==> src/rtl/pipeline_ctrl_pkg.sv <==
// ============================================================================
// Module   : pipeline_ctrl_pkg
// Brief    : Shared types and constants for the pipeline stall/flush sequencer.
// Revision : 1.0 - initial release
// ============================================================================
`default_nettype none

package pipeline_ctrl_pkg;

   localparam int REG_AW_DEFAULT = 5;
   localparam int ZERO_REG       = 0;

   typedef enum logic [1:0] {
      ST_RUN   = 2'd0,
      ST_MULTI = 2'd1,
      ST_HALT  = 2'd2
   } state_t;

endpackage

`default_nettype wire

==> src/rtl/pipeline_ctrl_hazard_detect.sv <==
// ============================================================================
// Module   : hazard_detect
// Brief    : Load-use compare between the EX load target and the ID sources.
// Revision : 1.0 - initial release
// ============================================================================
`default_nettype none

module hazard_detect
   import pipeline_ctrl_pkg::*;
#(
   parameter int REG_AW = REG_AW_DEFAULT
) (
   input  logic [REG_AW-1:0] i_id_rs,
   input  logic [REG_AW-1:0] i_id_rt,
   input  logic              i_id_uses_rt,
   input  logic [REG_AW-1:0] i_ex_rd,
   input  logic              i_ex_wb,
   input  logic              i_ex_is_load,
   output logic              o_hazard
);

   localparam logic [REG_AW-1:0] c_ZERO = REG_AW'(ZERO_REG);

   logic w_rs_match;
   logic w_rt_match;

   assign w_rs_match = (i_ex_rd == i_id_rs);
   assign w_rt_match = i_id_uses_rt && (i_ex_rd == i_id_rt);

   // Register 0 is hard-wired, so a load targeting it can never feed a consumer.
   assign o_hazard = i_ex_is_load && i_ex_wb && (i_ex_rd != c_ZERO)
                     && (w_rs_match || w_rt_match);

endmodule

`default_nettype wire

==> src/rtl/pipeline_ctrl.sv <==
// ============================================================================
// Module   : pipeline_ctrl
// Brief    : Stall/flush sequencer for the 5-stage pipeline; optional
//            performance counters enabled by PIPELINE_CTRL_PERF_EN.
// Revision : 1.0 - initial release
// ============================================================================
`default_nettype none

module pipeline_ctrl
   import pipeline_ctrl_pkg::*;
#(
   parameter int MUL_LAT = 4,
   parameter int REG_AW  = REG_AW_DEFAULT
) (
   input  logic              clk,
   input  logic              rst,
   input  logic              jump_id,
   input  logic              branch_taken_id,
   input  logic [REG_AW-1:0] id_rs,
   input  logic [REG_AW-1:0] id_rt,
   input  logic              id_uses_rt,
   input  logic [REG_AW-1:0] ex_rd,
   input  logic              ex_wb,
   input  logic              ex_is_load,
   input  logic              ex_multi,
   input  logic              halt_req,
   output logic              pc_en,
   output logic              ifid_en,
   output logic              ifid_flush,
   output logic              idex_en,
   output logic              idex_bubble,
   output logic              exmem_bubble,
   output logic              busy,
`ifdef PIPELINE_CTRL_PERF_EN
   output logic [31:0]       stall_cycles,
   output logic [31:0]       flush_count,
`endif
   output logic [1:0]        state
);

   localparam logic       c_MULTI_EN = (MUL_LAT >= 2);
   localparam logic [7:0] c_CNT_LOAD = 8'((MUL_LAT >= 2) ? (MUL_LAT - 2) : 0);

   state_t     r_state;
   logic [7:0] r_cnt;
   state_t     w_next_state;
   logic [7:0] w_next_cnt;
   logic       w_hazard;
   logic       w_redirect;

   hazard_detect #(
      .REG_AW (REG_AW)
   ) u_hazard_detect (
      .i_id_rs      (id_rs),
      .i_id_rt      (id_rt),
      .i_id_uses_rt (id_uses_rt),
      .i_ex_rd      (ex_rd),
      .i_ex_wb      (ex_wb),
      .i_ex_is_load (ex_is_load),
      .o_hazard     (w_hazard)
   );

   assign w_redirect = jump_id || branch_taken_id;

   always_comb begin
      // Baseline is the RUN-state decision for load-use and redirect; a stall
      // suppresses the flush so the redirect is re-evaluated next cycle.
      pc_en        = !w_hazard;
      ifid_en      = !w_hazard;
      ifid_flush   = !w_hazard && w_redirect;
      idex_en      = 1'b1;
      idex_bubble  = w_hazard;
      exmem_bubble = 1'b0;
      w_next_state = r_state;
      w_next_cnt   = r_cnt;

      if (rst) begin
         pc_en        = 1'b0;
         ifid_en      = 1'b0;
         ifid_flush   = 1'b1;
         idex_en      = 1'b0;
         idex_bubble  = 1'b1;
         exmem_bubble = 1'b1;
      end else begin
         case (r_state)
            ST_RUN: begin
               if (halt_req) begin
                  w_next_state = ST_HALT;
               end else if (c_MULTI_EN && ex_multi) begin
                  pc_en        = 1'b0;
                  ifid_en      = 1'b0;
                  ifid_flush   = 1'b0;
                  idex_en      = 1'b0;
                  idex_bubble  = 1'b0;
                  exmem_bubble = 1'b1;
                  w_next_cnt   = c_CNT_LOAD;
                  w_next_state = ST_MULTI;
               end
            end
            ST_MULTI: begin
               if (r_cnt != 8'd0) begin
                  pc_en        = 1'b0;
                  ifid_en      = 1'b0;
                  ifid_flush   = 1'b0;
                  idex_en      = 1'b0;
                  idex_bubble  = 1'b0;
                  exmem_bubble = 1'b1;
                  w_next_cnt   = r_cnt - 8'd1;
               end else begin
                  w_next_state = halt_req ? ST_HALT : ST_RUN;
               end
            end
            ST_HALT: begin
               pc_en        = 1'b0;
               ifid_en      = 1'b0;
               ifid_flush   = 1'b0;
               idex_en      = 1'b0;
               idex_bubble  = 1'b0;
               exmem_bubble = 1'b0;
               if (!halt_req) begin
                  w_next_state = ST_RUN;
               end
            end
            default: begin
               w_next_state = ST_RUN;
               w_next_cnt   = 8'd0;
            end
         endcase
      end
   end

   always_ff @(posedge clk) begin
      if (rst) begin
         r_state <= ST_RUN;
         r_cnt   <= 8'd0;
      end else begin
         r_state <= w_next_state;
         r_cnt   <= w_next_cnt;
      end
   end

   assign state = r_state;
   assign busy  = !rst && ((r_state == ST_MULTI) || (r_state == ST_HALT));

`ifdef PIPELINE_CTRL_PERF_EN
   logic [31:0] r_stall_cycles;
   logic [31:0] r_flush_count;

   always_ff @(posedge clk) begin
      if (rst) begin
         r_stall_cycles <= 32'd0;
         r_flush_count  <= 32'd0;
      end else begin
         if (!pc_en && (r_state != ST_HALT) && (r_stall_cycles != 32'hFFFF_FFFF)) begin
            r_stall_cycles <= r_stall_cycles + 32'd1;
         end
         if (ifid_flush && (r_flush_count != 32'hFFFF_FFFF)) begin
            r_flush_count <= r_flush_count + 32'd1;
         end
      end
   end

   assign stall_cycles = r_stall_cycles;
   assign flush_count  = r_flush_count;
`endif

endmodule

`default_nettype wire

==> config.mk <==
export PLATFORM = sky130hd
export DESIGN_NAME = pipeline_ctrl
export DESIGN_NICKNAME = d
export VERILOG_FILES = /design/src/rtl/pipeline_ctrl_pkg.sv /design/src/rtl/pipeline_ctrl_hazard_detect.sv /design/src/rtl/pipeline_ctrl.sv
export SDC_FILE = /design/constraint.sdc
export NUM_CORES = 1
export LEC_CHECK = 0
export CAP_MARGIN = 15
export CORE_MARGIN = 5
export CORE_UTILIZATION = 32
export DETAILED_ROUTE_END_ITERATION = 7
export SLEW_MARGIN = 10
export SYNTH_ARGS = -nofsm -noshare
export SYNTH_HDL_FRONTEND = slang
export SYNTH_SLANG_ARGS = --single-unit
==> constraint.sdc <==
create_clock -name clk -period 3.1 [get_ports clk]
set_input_delay 0.31 -clock clk [delete_from_list [all_inputs] [get_ports clk]]
set_output_delay 0.31 -clock clk [all_outputs]
set_load 0.02 [all_outputs]
After elaboration in Yosys (flattened, before gate mapping)
Index checks and enable logic that the tools add are counted.
{"block": "classes", "bitwise_logic": 1, "n_mux": 35, "n_eq_ne": 10, "n_addsub": 1, "n_reduce_logical": 16}
{"operator": "8-bit two-way mux", "count": 3}
{"operator": "8-bit case mux with 3 select lines", "count": 1}
{"operator": "1-bit two-way mux", "count": 20}
{"operator": "1-bit case mux with 3 select lines", "count": 4}
{"operator": "5-bit equality test", "count": 2}
{"operator": "2-bit two-way mux", "count": 5}
{"operator": "2-bit inequality test, second input constant", "count": 5}
{"operator": "8-bit nonzero test", "count": 1}
{"operator": "8-bit by 1-bit subtractor with 8-bit output, second input constant", "count": 1}
{"operator": "1-bit logical AND", "count": 6}
{"operator": "2-bit case mux with 3 select lines", "count": 1}
{"operator": "5-bit nonzero test", "count": 1}
{"operator": "4-bit AND reduction", "count": 1}
{"operator": "1-bit logical OR", "count": 3}
{"operator": "3-bit inequality test, second input constant", "count": 1}
{"operator": "3-bit AND reduction", "count": 1}
{"operator": "2-bit by 1-bit equality test with 1-bit output, second input constant", "count": 1}
{"operator": "2-bit equality test, second input constant", "count": 1}
{"operator": "1-bit logical NOT", "count": 2}
{"operator": "2-bit logical NOT", "count": 1}
{"operator": "1-bit case mux with 2 select lines", "count": 1}
{"operator": "1-bit inverter", "count": 1}
{"block": "word_totals", "elab_cells": 65, "in_bits": 24, "regBits": 10}

Longest topological paths before layout
{"block": "depth", "ltp_word": 10, "ltp_mapped": 7, "ltp_nobuf": 7}

Modules after synthesis
From an unflattened synthesis, not the netlist that was laid out.
{"block": "hier_totals", "hier_cells": 107, "area_unflattened_um2": 850.8}
{"module": "pipeline_ctrl", "area_each_um2": 716.9, "seq_area_each_um2": 200.2, "cells_each": 90, "n_inst": 1}
{"module": "hazard_detect", "area_each_um2": 133.9, "seq_area_each_um2": 0.0, "cells_each": 17, "n_inst": 1}

Worst setup path before layout
OpenSTA, ideal clock, no wires.
{"block": "synth_timing", "kind": "reg-to-output", "start": "reg r_cnt[0]", "end": "out pc_en", "path_slack_ns": 0.689, "n_path_buf": 1, "path_stages_with_launch": 8, "arrival_ns": 2.101, "cell_sequence": "dfxtp_1 inv_1 ha_1 nor4b_1 and2_0 a221oi_1 nor3_1 buf_4"}
{"block": "synth_between", "elab_chain_cells": 4}
{"item": "from (decl)", "line_no": "pipeline_ctrl.sv:45", "source": "logic [7:0] r_cnt;"}
{"item": "from (signal assigned)", "line_no": "pipeline_ctrl.sv:138", "source": "r_cnt <= w_next_cnt;"}
{"item": "8-bit nonzero test", "line_no": "pipeline_ctrl.sv:101", "source": "if (r_cnt != 8'd0) begin"}
{"item": "1-bit two-way mux"}
{"item": "1-bit case mux with 3 select lines"}
{"item": "1-bit two-way mux"}
{"item": "to (decl)", "line_no": "pipeline_ctrl.sv:27", "source": "output logic pc_en,"}
No other way between the ends.

Worst setup path after layout
{"block": "layout_timing", "start": "reg r_cnt[0]", "end": "out ifid_flush"}
{"block": "layout_between", "elab_chain_cells": 4}
{"item": "8-bit nonzero test", "line_no": "pipeline_ctrl.sv:101"}
{"item": "1-bit two-way mux", "line_no": "pipeline_ctrl.sv:101"}
{"item": "1-bit case mux with 3 select lines", "line_no": "pipeline_ctrl.sv:85", "source": "case (r_state)"}
{"item": "1-bit two-way mux", "line_no": "pipeline_ctrl.sv:77", "source": "if (rst) begin"}
{"item": "to (decl)", "line_no": "pipeline_ctrl.sv:29", "source": "output logic ifid_flush,"}
No other way between the ends.

==> results.yml <==
status:
  status: "finished clean"
global_routing:
  grt_usage: 0.147
  overflow: 0
  grt_max_degree: 14
  grt_first_pass_wirelength_um: 3950
  grt_pass1_vias: 859
  antenna_found_initial: 0
final_layout:
  final_cells: 167
  seqCellArea_sq_um: 200
  fin_util: 0.494
  fin_area_sq_um: 1240
  multi_input_area_sq_um: 604
  n_antenna_cell: 0
  final_cell_mix: "clkdlybuf4s50_1, dfxtp_1, a21oi_1"
  drive_gt1_frac: 0.0876
  fillCellCount: 243
  final_common_cell: "clkdlybuf4s50_1"
  nets: 168
  area_growth_pct: 46.4
synthesis:
  ys.warnings.count: 0
  synth_top_family_by_area: "compound AO/OA/AOI/OAI gates"
  yosysSeqAreaShare: 0.237
  synth-compound-area-share: 0.265
  synthCells: 103
  syn-cell-area_sq_um: 845
  synth-simple-area-share: 0.237
  avgSynthCellArea_sq_um: 8.20
  synth-adder-area-share: 0.0889
  ys_seq_elements: 10
  synth_xor_xnor_area_share: 0.104
  syn-num-nets: 133
  synth.area.mux_share: 0.0133
  yosysUniqueCellTypes: 37
drt:
  firstDrtPassIters: 4
  wl_per_cell_um: 14.8
  drt_iter0_drc: 10
  drc: 0
  drtAntennaViolNets: 0
  viasPerCell: 5.41
  wl_um: 2470
  via_count: 904
setup_path:
  cp.required_ns: 2.79
  crit_path_end: "ifid_flush"
  worstSetupStartpoint: "r_cnt[0]"
  r2r-end: "r_cnt[6]"
  r2r_cells: 6
  worst_path_largest_cell_delay_ns: 0.63
  end_kind: "output port"
  rrSetupSlack_ns: 1.08
  worst_ep_arrival_time_ns: 2.57
  cp_max_fo: 6
  slowest_stage: "clkdlybuf4s50_1"
  critPathLaunchType: "flop"
  cp_cell_sequence: "inv_1 > ha_1 > nor4b_2 > and2_1 > a221o_1 > o21ai_0 > o21bai_1 > clkdlybuf4s50_1"
  critPathKind: "reg -> out"
  reg2reg_from: "r_cnt[0]"
timing:
  hold_violations: 0
  worst_slew_margin_rel: 0.757
  drv_slew: 0
  min_period_ns: 2.88
  setup_violations: 0
  final.period_utilization: 0.929
  fmax_mhz: 347
  worst_slew_pin_slew_ns: 0.363
  fin_worst_skew_ns: 0.00974
  hold_ws_ns: 0.488
  finalSetupTns_ns: 0
  rsz0062_at_grt: "no"
cts:
  clock_sinks: 10
  holdBufCountCts: 0
  cts_max_level: 1
  path_clk_slew_ns: 0.08
  clockBufferDepth: 2
  cts_buffers: 3
  clk_latency_ns: 0.28
  root_buffer: "clkbuf_4"
  cts_tree: "built"
floorplan:
  initial_core_util: 0.338
  die_w_um: 61.4
  ioPinCount: 33
  num_rows: 18
  core_sq_um: 2500
  die_h_um: 61.4
  die-area_sq_um: 3770
placement:
  portBuffers: 32
  dpl.cell_count: 163
  placed_cell_area_sq_um: 1190
  hpwl_um: 2000
  gp_congestion: 0.755
pwr:
  switching_share: 0.350
  sequentialPowerShare: 0.295
  vdd.ir_drop.worst_mv: 0.296
  combPwrFrac: 0.446
  power.internal_uw: 315
  power_density_nw_per_um2: 392
  p_switching_uw: 170
  clockPowerShare: 0.259
  p_leak_nw: 0.474
min_path:
  hold_class: "reg -> reg"
  holdPathStages: 2
flow_run:
  maxCapViolCount: 0
==> cell usage after synthesis <==
| library cell | instances | area (sq um) |
|---|---|---|
| dfxtp_1 | 10 | 200 |
| a21oi_1 | 8 | 40.0 |
| xor2_1 | 7 | 61.3 |
| ha_1 | 6 | 75.1 |
| inv_1 | 6 | 22.5 |
| nand2_1 | 5 | 18.8 |
| o21ai_0 | 5 | 25.0 |
| a21o_1 | 4 | 30.0 |
| nand2b_1 | 4 | 25.0 |
| nor2b_1 | 4 | 25.0 |
| nor3_1 | 4 | 20.0 |
| or4_1 | 4 | 30.0 |
| nor2_1 | 3 | 11.3 |
| xnor2_1 | 3 | 26.3 |
| a211oi_1 | 2 | 15.0 |
| a221o_1 | 2 | 20.0 |
| buf_4 | 2 | 15.0 |
| nand3_1 | 2 | 10.0 |
| o32ai_1 | 2 | 17.5 |
| o41ai_1 | 2 | 17.5 |
| or3_1 | 2 | 12.5 |
| a211o_1 | 1 | 8.76 |
| a21o_2 | 1 | 8.76 |
| a221oi_1 | 1 | 8.76 |
| a22oi_1 | 1 | 7.51 |
| and2_0 | 1 | 6.26 |
| buf_2 | 1 | 5.00 |
| clkbuf_1 | 1 | 3.75 |
| mux2_2 | 1 | 11.3 |
| nand4_1 | 1 | 6.26 |
| nor4_1 | 1 | 6.26 |
| nor4b_1 | 1 | 8.76 |
| o211ai_1 | 1 | 7.51 |
| o21bai_1 | 1 | 7.51 |
| o31a_2 | 1 | 10.0 |
| or3b_2 | 1 | 8.76 |
| or4_4 | 1 | 11.3 |
==> sequential cells by signal, summed over array words and instances, names as in the netlist <==
register	flops
r_cnt	8
state	2
==> worst max-delay path: cells and delay by family, from the launching register on <==
kind                       cells  cell delay, ns
adders and majority gates      1            0.19
DFF                            1            0.34
buffers and inverters          2            0.73
AOI/OAI and AO/OA              3            0.41
and+or+nand+nor                2            0.61
==> worst min path at each step <==
stage | start | end | slack (ns)
2_1_floorplan | r_cnt[7] | r_cnt[7] | 0.44
3_3_place_gp | r_cnt[7] | r_cnt[7] | 0.45
3_5_place_dp | r_cnt[7] | r_cnt[7] | 0.46
4_1_cts | r_cnt[7] | r_cnt[7] | 0.47
5_1_grt | r_cnt[6] | r_cnt[6] | 0.49
6_report | r_cnt[6] | r_cnt[6] | 0.49
==> cells by family (layout without fill, tap and decap cells) <==
family	after synthesis	count (layout)
compound gates	32	32
xor+xnor	10	10
fa+ha+maj	6	6
buf+inv	10	44
flops	10	10
mux	1	1
simple gates	34	34
==> layer usage <==
metal,part of all wire,global-route usage
met1,0.41,0.160
met2,0.54,0.267
met3,0.025,0.0294
met4,0.019,0.0727
met5,0,0
==> stage by stage <==
stage	worst slack [ns]	total power, mW
5_1_grt	0.0501	0.513
3_5_place_dp	0.317	0.359
3_3_place_gp	0.397	0.357
6_report	0.221	0.485
4_1_cts	0.0413	0.486
2_1_floorplan	0.689	0.274
==> what timing repair did <==
| action | CTS | global route |
|---|---|---|
| setup buffers | 0 | 0 |
| endpoints found under the hold margin | 0 | 0 |
| setup endpoints to repair | 0 | 5 |
| gates resized for setup | 0 | 2 |
==> power by group through the flow <==
stage | clock network [mW] | registers (mW) | logic (mW)
6_report | 0.125 | 0.143 | 0.216
5_1_grt | 0.132 | 0.144 | 0.236
2_1_floorplan | 0 | 0.147 | 0.127
3_5_place_dp | 0 | 0.146 | 0.214
3_3_place_gp | 0 | 0.146 | 0.212
4_1_cts | 0.128 | 0.143 | 0.215
==> layout make-up <==
cell class              count  area share
well taps                  30      0.0304
repair buffers             34       0.271
inverters                   6      0.0182
clock buffers               4      0.0294
flip-flops and latches     10       0.162
multi-input cells          83       0.489
Power figures use the tool's default switching activity.
